## src/rtl/dispatch_ctrl.sv

```systemverilog
// Credit-based dispatch scheduler: gates instruction-queue pops on ROB/RS/free-list
// credits, sequences flush recovery and counts dispatch stall cycles.
module dispatch_ctrl #(
  parameter int SS             = 2,
  parameter int ROB_DEPTH      = 8,
  parameter int RS_DEPTH       = 8,
  parameter int PR_ENTRIES     = 64,
  parameter int RECOVER_CYCLES = 2
) (
  input  logic                             clk,
  input  logic                             rst_n,
  input  logic                             inst_q_empty,
  output logic                             pop_inst_q,
  output logic                             avail_inst,
  input  logic [$clog2(SS+1)-1:0]          rob_ret_cnt,
  input  logic [$clog2(SS+1)-1:0]          rs_ret_cnt,
  input  logic [$clog2(SS+1)-1:0]          fl_ret_cnt,
  input  logic                             flush,
  input  logic [$clog2(PR_ENTRIES-31)-1:0] fl_restore_cnt,
  output logic [$clog2(ROB_DEPTH+1)-1:0]   rob_credits,
  output logic [$clog2(RS_DEPTH+1)-1:0]    rs_credits,
  output logic [$clog2(PR_ENTRIES-31)-1:0] fl_credits,
  output logic [2:0]                       stall_reason,
  output logic                             busy_recover,
  output logic [31:0]                      stall_cycles,
  output logic                             credit_err
);

  localparam int RW     = $clog2(ROB_DEPTH+1);
  localparam int SW     = $clog2(RS_DEPTH+1);
  localparam int FW     = $clog2(PR_ENTRIES-31);
  localparam int FL_MAX = PR_ENTRIES - 32;
  localparam int KW     = (RECOVER_CYCLES > 1) ? $clog2(RECOVER_CYCLES) : 1;

  localparam logic [RW-1:0] ROB_NEED = RW'(SS);
  localparam logic [SW-1:0] RS_NEED  = SW'(SS);
  localparam logic [FW-1:0] FL_NEED  = FW'(SS);

  typedef enum logic [1:0] {RUN, FLUSH, RECOVER} state_t;

  state_t        state;
  logic [KW-1:0] recover_cnt;

  logic [31:0]   used;
  logic [31:0]   rob_sum, rs_sum, fl_sum;
  logic          rob_ovf, rs_ovf, fl_ovf, restore_ovf;
  logic [RW-1:0] rob_nxt;
  logic [SW-1:0] rs_nxt;
  logic [FW-1:0] fl_nxt, fl_restore_val;

  // Pop decision and next-credit arithmetic in 32 bits so overflow is visible before saturation.
  always_comb begin
    stall_reason = {fl_credits < FL_NEED, rs_credits < RS_NEED, rob_credits < ROB_NEED};
    pop_inst_q   = (state == RUN) && !flush && !inst_q_empty && (stall_reason == 3'b000);
    busy_recover = (state != RUN);

    used    = pop_inst_q ? 32'(SS) : 32'd0;
    rob_sum = 32'(rob_credits) - used + 32'(rob_ret_cnt);
    rs_sum  = 32'(rs_credits)  - used + 32'(rs_ret_cnt);
    fl_sum  = 32'(fl_credits)  - used + 32'(fl_ret_cnt);

    rob_ovf = rob_sum > 32'(ROB_DEPTH);
    rs_ovf  = rs_sum  > 32'(RS_DEPTH);
    fl_ovf  = fl_sum  > 32'(FL_MAX);

    rob_nxt = rob_ovf ? RW'(ROB_DEPTH) : rob_sum[RW-1:0];
    rs_nxt  = rs_ovf  ? SW'(RS_DEPTH)  : rs_sum[SW-1:0];
    fl_nxt  = fl_ovf  ? FW'(FL_MAX)    : fl_sum[FW-1:0];

    restore_ovf    = 32'(fl_restore_cnt) > 32'(FL_MAX);
    fl_restore_val = restore_ovf ? FW'(FL_MAX) : fl_restore_cnt;
  end

  // Flush wins over returns in its own cycle; otherwise credits follow the arithmetic above.
  always_ff @(posedge clk) begin
    if (!rst_n) begin
      state        <= RUN;
      recover_cnt  <= '0;
      rob_credits  <= RW'(ROB_DEPTH);
      rs_credits   <= SW'(RS_DEPTH);
      fl_credits   <= FW'(FL_MAX);
      avail_inst   <= 1'b0;
      stall_cycles <= '0;
      credit_err   <= 1'b0;
    end else begin
      avail_inst <= pop_inst_q && !flush;
      if (flush) begin
        state       <= FLUSH;
        rob_credits <= RW'(ROB_DEPTH);
        rs_credits  <= SW'(RS_DEPTH);
        fl_credits  <= fl_restore_val;
        if (restore_ovf) credit_err <= 1'b1;
      end else begin
        rob_credits <= rob_nxt;
        rs_credits  <= rs_nxt;
        fl_credits  <= fl_nxt;
        if (rob_ovf || rs_ovf || fl_ovf) credit_err <= 1'b1;
        case (state)
          RUN: begin
            if (!inst_q_empty && !pop_inst_q) stall_cycles <= stall_cycles + 32'd1;
          end
          FLUSH: begin
            state       <= RECOVER;
            recover_cnt <= KW'(RECOVER_CYCLES - 1);
          end
          RECOVER: begin
            if (recover_cnt == '0) state <= RUN;
            else recover_cnt <= recover_cnt - 1'b1;
          end
          default: state <= RUN;
        endcase
      end
    end
  end

endmodule

```

## config.mk

```make
export PLATFORM = sky130hd
export DESIGN_NAME = dispatch_ctrl
export DESIGN_NICKNAME = d
export VERILOG_FILES = /design/src/rtl/dispatch_ctrl.sv
export SDC_FILE = /design/constraint.sdc
export NUM_CORES = 1
export LEC_CHECK = 0
export ABC_AREA = 1
export CAP_MARGIN = 20
export CORE_MARGIN = 2
export CORE_UTILIZATION = 56
export CTS_BUF_LIST = sky130_fd_sc_hd__clkbuf_16
export DETAILED_ROUTE_END_ITERATION = 10
export PLACE_DENSITY = 0.93
export SYNTH_ARGS = -nofsm -noshare
export SYNTH_HDL_FRONTEND = slang
export SYNTH_SLANG_ARGS = --single-unit
```

## constraint.sdc

```tcl
create_clock -name clk -period 6.2 [get_ports clk]
set_input_delay 1.24 -clock clk [delete_from_list [all_inputs] [get_ports clk]]
set_output_delay 1.24 -clock clk [all_outputs]
set_load 0.02 [all_outputs]
```

==> results.cfg, run 1 <==
[timing]
fmax_ghz = 0.226
maxSlewHeadroom_pct = 52.5
setup_viol = 0
drv_slew = 0
skew_ns = 0.00397
layout_setup_ws_ns = 1.78
finalWorstPathRequiredPeriod_ns = 4.42
finalHoldViolations = 0
rsz0062_at_grt = false
tns_ns = 0
fin_crit_sh_pct = 71.3
worstMarginPinSlew_ns = 0.711

[logic_synthesis]
synth-edff-count = 0
synth_common_cells = 155 x nand2_1, 67 x inv_1, 63 x nor2_1
yosysMostFrequentCell = nand2_1
synth_nets = 556
avgSynthCellArea_um2 = 6.51
synthDominantCellAreaShare_pct = 30.1
syn_inst = 521
synth-seq-area-share_pct = 30.1
async_flop_share_pct = 0
yosys_most_used_dff = dfxtp_1
netlist_area_um2 = 3390
yosys_warnings = 0
yosysTopAreaCell = dfxtp_1
synth-seq-cells = 51
synth_area_leaders = dfxtp_1 30%, nand2_1 17%, inv_1 7.4%, nor2_1 7.0%, ha_1 5.9%
yosysUniqueCellTypes = 38

[detailed_routing]
vias = 3548
first_pass_iters = 5
drtIter0Drc = 240
wire_per_inst_um = 13.5
drc_errors = 0
viasPerCell = 5.34
drt-total-wl_um = 8980
ant_nets = 0

[layout]
antennaDiodeCount = 0
num-nets-final = 623
area_growth_syn_to_layout_pct = 25.4
layout-drive-gt1-share_pct = 6.11
stdcell_area_um2 = 4260

[grt]
antenna_found_initial = 0
grt_max_degree = 26
grt_pass1_vias = 3281
grt_usage_pct = 28.0
grt_pass1_wl_um = 14600
grt-ovfl-total = 0

[worst_setup_path]
end_kind = primary output
arrival_ns = 3.18
critPathKind = input pin to primary output
path_max_fanout = 6
worstPathRequired_ns = 4.96
critPathLaunchType = input pin

[run_status]
status = complete, no violations

[cts]
clk_pin_slew_ns = 0.07
ctsResizeCount = 0
cts_root_buf = clkbuf_16
clock_path_buffers = 2
cts_buffers = 5
cts_tree = done
cts.htree.levels = 2
ctsHoldBuffers = 0
cts_setup_buffers = 0
cts.sinks = 51
clk_latency_ns = 0.29

[placement]
place_ws_ns = 1.79
hpwl_um = 6840
io_buffers = 68
postPlaceCellArea_um2 = 4120
place_congestion = 0.909

[power]
p_comb_share_pct = 17.9
seqPwrFrac_pct = 45.6
p_leak_nw = 1.62
p_per_area_nw_per_um2 = 176
internal-power_w = 0.000535
sw_frac_of_total_pct = 28.4
vdd_drop_max_v = 0.000117
clock_power_share_pct = 36.5
p_sw_w = 0.000213

[floorplan]
die_h_um = 81.8
fp.dieW_um = 81.8
core_um2 = 5890
dieArea_um2 = 6700
pin_count = 69
rows = 28
initial_utilization_pct = 57.7

[flow_run]
drv_cap = 0

[min_path]
hp-class = flop to flop
## cells by family (layout without fill, tap and decap cells)
family,after synthesis,after routing,synth area share [%]
AO/OA/AOI/OAI,63,63,9.81
AND/OR/NAND/NOR,297,297,40.3
XOR/XNOR,10,10,2.58
buffers and inverters,81,149,9.59
flip-flops,51,51,30.1
adder cells (fa/ha/maj),19,19,7.67
## worst max-delay path, stage by stage
cell,delay (ns)
clkdlybuf4s50_1,0.50
nor3_2,0.34
inv_1,0.10
nor2_1,0.32
clkdlybuf4s50_1,0.68
## power by group through the flow
stage	Sequential (W)	Combinational (W)	Clock, W
2_1_floorplan	0.000355	0.0000789	0
3_3_place_gp	0.000348	0.000125	0
3_5_place_dp	0.000349	0.000131	0
4_1_cts	0.000341	0.000133	0.000272
5_1_grt	0.000342	0.000149	0.000289
6_report	0.000341	0.000133	0.000273
## final timing paths
| check | startpoint | to | slack, ns | cells after the start |
|---|---|---|---|---|
| max | flush | pop_inst_q | 1.78 | 5 |
| min | state[0] | state[0] | 0.49 | 2 |
| max reg2reg | state[0] | fl_credits[1] | 3.08 | 18 |
| min reg2reg | state[0] | state[0] | 0.49 | 2 |
## per-stage QoR
| stage | hold WS, ns | util [%] | instances | total power (W) |
|---|---|---|---|---|
| global placement | 0.471 | 69.9 | 656 | 0.000474 |
| floorplan | 0.456 | - | 521 | 0.000434 |
| CTS | 0.489 | 72.3 | 664 | 0.000746 |
| detailed placement | 0.480 | 69.9 | 656 | 0.000480 |
| global route | 0.525 | 72.3 | 664 | 0.000780 |
| finish | 0.487 | 72.3 | 664 | 0.000747 |
## sequential cells by signal (all words and copies together), names as in the netlist
name          cells
recover_cnt       1
state             2
avail_inst        1
rs_credits        4
stall_cycles     32
fl_credits        6
credit_err        1
rob_credits       4
## layout by cell type (no fill, tap or decap), types with 5 or more instances in the layout
cell and n:
o21ai_0 16, nand2_2 5, nor2_1 63, clkdlybuf4s50_1 68
nand3_1 28, inv_2 5, a21oi_1 36, clkbuf_16 5
nand4_1 6, ha_1 16, nand2_1 155, inv_1 67
nor2_4 5, xor2_1 7, dfxtp_1 51, nor3_1 12
## per-layer routing
layer	vias up	global-route usage, %	part of all wire [%]
met1	1623	36.3	44
met3	17	3.85	5.6
met4	0	10.3	2.2
met2	116	47.2	48
li1	1792	-	-
met5	-	0	0
## final cells by class
cell class,instances,area (µm²)
Multi-Input combinational cell,389,2050
Fill cell,465,1630
Sequential cell,51,1020
Timing Repair Buffer,68,681
Inverter,73,274
Clock buffer,5,125
Tap cell,75,93.8
Clock inverter,3,15.0
(Power assumes the default switching activity.)
==> run 2, diff against run 1 <==
--- a/config.mk
+++ b/config.mk
@@ -8,10 +8,10 @@
 export ABC_AREA = 1
 export CAP_MARGIN = 20
 export CORE_MARGIN = 2
-export CORE_UTILIZATION = 56
+export CORE_UTILIZATION = 47
 export CTS_BUF_LIST = sky130_fd_sc_hd__clkbuf_16
 export DETAILED_ROUTE_END_ITERATION = 10
-export PLACE_DENSITY = 0.93
+export PLACE_DENSITY = 0.84
 export SYNTH_ARGS = -nofsm -noshare
 export SYNTH_HDL_FRONTEND = slang
 export SYNTH_SLANG_ARGS = --single-unit
==> constraint.sdc (replaced) <==
create_clock -name clk -period 3.65 [get_ports clk]
set_input_delay 0.73 -clock clk [delete_from_list [all_inputs] [get_ports clk]]
set_output_delay 0.73 -clock clk [all_outputs]
set_load 0.02 [all_outputs]
==> run 2 against run 1 <==
Effect of this change:
- first-iteration DRC count fell by 13%
- clock skew rose by 0.0054 ns
- hold slack improved by 0.0059 ns
- critical path depth rose by 1
- utilization fell by 9.6 points
- sequential share of layout area fell by 0.43 points
- wire length fell by 3.3%
- non-clock buffer count rose by 3
- die area rose by 18%
- critical endpoint unchanged
- highest routed layer unchanged
==> results.cfg, run 2 (synthesis gave the netlist of run 1 again) <==
[detailed_routing]
ant_nets = 0
wl_met2_um = 4190
drc_errors = 0
drt-total-wl_um = 8690
met3_length_um = 469
highest_layer = met4
wire_per_inst_um = 12.6
drtIter0Drc = 210
vias = 3513
wl_met1_um = 3970
viasPerCell = 5.11
first_pass_iters = 5

[timing]
fmax_ghz = 0.309
finalWorstPathRequiredPeriod_ns = 3.24
skew_ns = 0.00939
fin_crit_sh_pct = 88.7
rsz0062_at_grt = false
setup_viol = 0
drv_slew = 0
maxSlewHeadroom_pct = 67.5
worstMarginPinSlew_ns = 0.487
finalHoldViolations = 0
tns_ns = 0

[cts]
clock_path_buffers = 2
clk_pin_slew_ns = 0.07
cts_root_buf = clkbuf_16
ctsHoldBuffers = 0
cts_tree = done
cts_setup_buffers = 0
clk_latency_ns = 0.29
cts_buffers = 5
ctsResizeCount = 0
cts.htree.levels = 2
cts.sinks = 51

[layout]
antennaDiodeCount = 0
final_common_cell = nand2_1
num-nets-final = 626
reg.largest.list = stall_cycles: 32 flops, fl_credits: 6 flops
largest-register = stall_cycles
area.sequential_um2 = 1020
multi_input_area_um2 = 2050
fillers = 613
layout-drive-gt1-share_pct = 6.93
utilization_pct = 62.8
area_growth_syn_to_layout_pct = 27.7
largest_register_ffs = 32
final_cell_mix = 155 x nand2_1, 68 x clkdlybuf4s50_1, 67 x inv_1
final_cells = 688

[power]
clock_power_share_pct = 40.0
sw_frac_of_total_pct = 26.7
seqPwrFrac_pct = 43.1
p_per_area_nw_per_um2 = 310
vdd_drop_max_v = 0.000230
internal-power_w = 0.000984
p_sw_w = 0.000358
p_comb_share_pct = 16.9
p_leak_nw = 1.66

[min_path]
hp-class = flop to flop
hold_end = stall_cycles[30]
hold_depth = 2
min_from = stall_cycles[30]

[placement]
placedCellCount = 680
hpwl_um = 6650
io_buffers = 68
place_congestion = 0.945

[worst_setup_path]
cp_top_family = buffers and inverters
arrival_ns = 2.51
end_kind = primary output
r2r_cells = 18
cpMostUsedCell = clkdlybuf4s50_1
crit-reg2reg-launch = state[0]
critPathMaxStageDelay_ns = 0.61
r2r-end = credit_err
path_max_fanout = 6
crit_chain = clkdlybuf4s50_1, nor3_2, inv_1, nor2_1, buf_4, clkdlybuf4s50_1
rrSetupSlack_ns = 0.84
slowest_stage = clkdlybuf4s50_1
critPathLaunchType = input pin
critPathKind = input pin to primary output
critPathBufInv = 4
worstPathRequired_ns = 2.92

[grt]
grt_max_degree = 26
grt_pass1_vias = 3261
grt_usage_pct = 22.8
grt-ovfl-total = 0
grt_pass1_wl_um = 14400
antenna_found_initial = 0

[floorplan]
fp.dieW_um = 89.0
core_um2 = 6910
pin_count = 69
dieArea_um2 = 7920
rows = 30
die_h_um = 89.0
initial_utilization_pct = 49.1

[flow_run]
drv_cap = 0

[run_status]
status = complete, no violations
-- run 2: cell count changes in the layout (fill, tap and decap cells not counted) --
cell	change
clkinvlp_4	-1
bufinv_16	+1
clkinv_4	+1
clkinv_1	-2
clkinv_2	+1
buf_4	+3
-- run 2: worst max-delay path by stage --
| stage | startpoint | endpoint | slack (ns) | cells after the start |
|---|---|---|---|---|
| final | flush | pop_inst_q | 0.41 | 6 |
| after global routing | flush | fl_credits[2] | 0.14 | 16 |
| after CTS | flush | pop_inst_q | 0.40 | 6 |
| after detailed placement | flush | credit_err | 0.19 | 16 |
| after global placement | flush | credit_err | 0.27 | 17 |
| after floorplan | flush | credit_err | 0.56 | 15 |
-- run 2: metal layers --
layer | vias to the layer above | track usage, %
li1 | 1793 | -
met1 | 1603 | 31.0
met2 | 113 | 39.1
met3 | 4 | 3.14
met4 | 0 | 4.75
met5 | - | 0
-- run 2: cell type report --
| class | instances | area share, % |
|---|---|---|
| Clock buffer | 5 | 2.89 |
| Clock inverter | 3 | 1.01 |
| Inverter | 73 | 6.32 |
| Multi-Input combinational cell | 389 | 47.2 |
| Sequential cell | 51 | 23.6 |
| Tap cell | 96 | 2.77 |
| Timing Repair Buffer | 71 | 16.2 |
-- run 2: per-stage QoR --
stage               instance area, µm²  total power (W)  setup slack [ns]  hold WS, ns
floorplan                         3390         0.000736             0.564        0.456
global placement                  4170         0.000807             0.273        0.470
detailed placement                4170         0.000816             0.189        0.483
CTS                               4330          0.00135             0.404        0.496
global route                      4330          0.00140             0.142        0.518
finish                            4330          0.00134             0.414        0.493
-- run 2: worst min-delay path, stage by stage, from the launching register on --
cell and delay [ns]:
dfxtp_1 0.32, nand2_1 0.07, a21oi_1 0.06
-- run 2: power by group through the flow --
stage               sequential (W)  combinational (W)  clock, W
global placement          0.000591           0.000215         0
CTS                       0.000579           0.000226  0.000545
detailed placement        0.000592           0.000224         0
finish                    0.000579           0.000226  0.000537
global route              0.000581           0.000253  0.000563
floorplan                 0.000602           0.000134         0
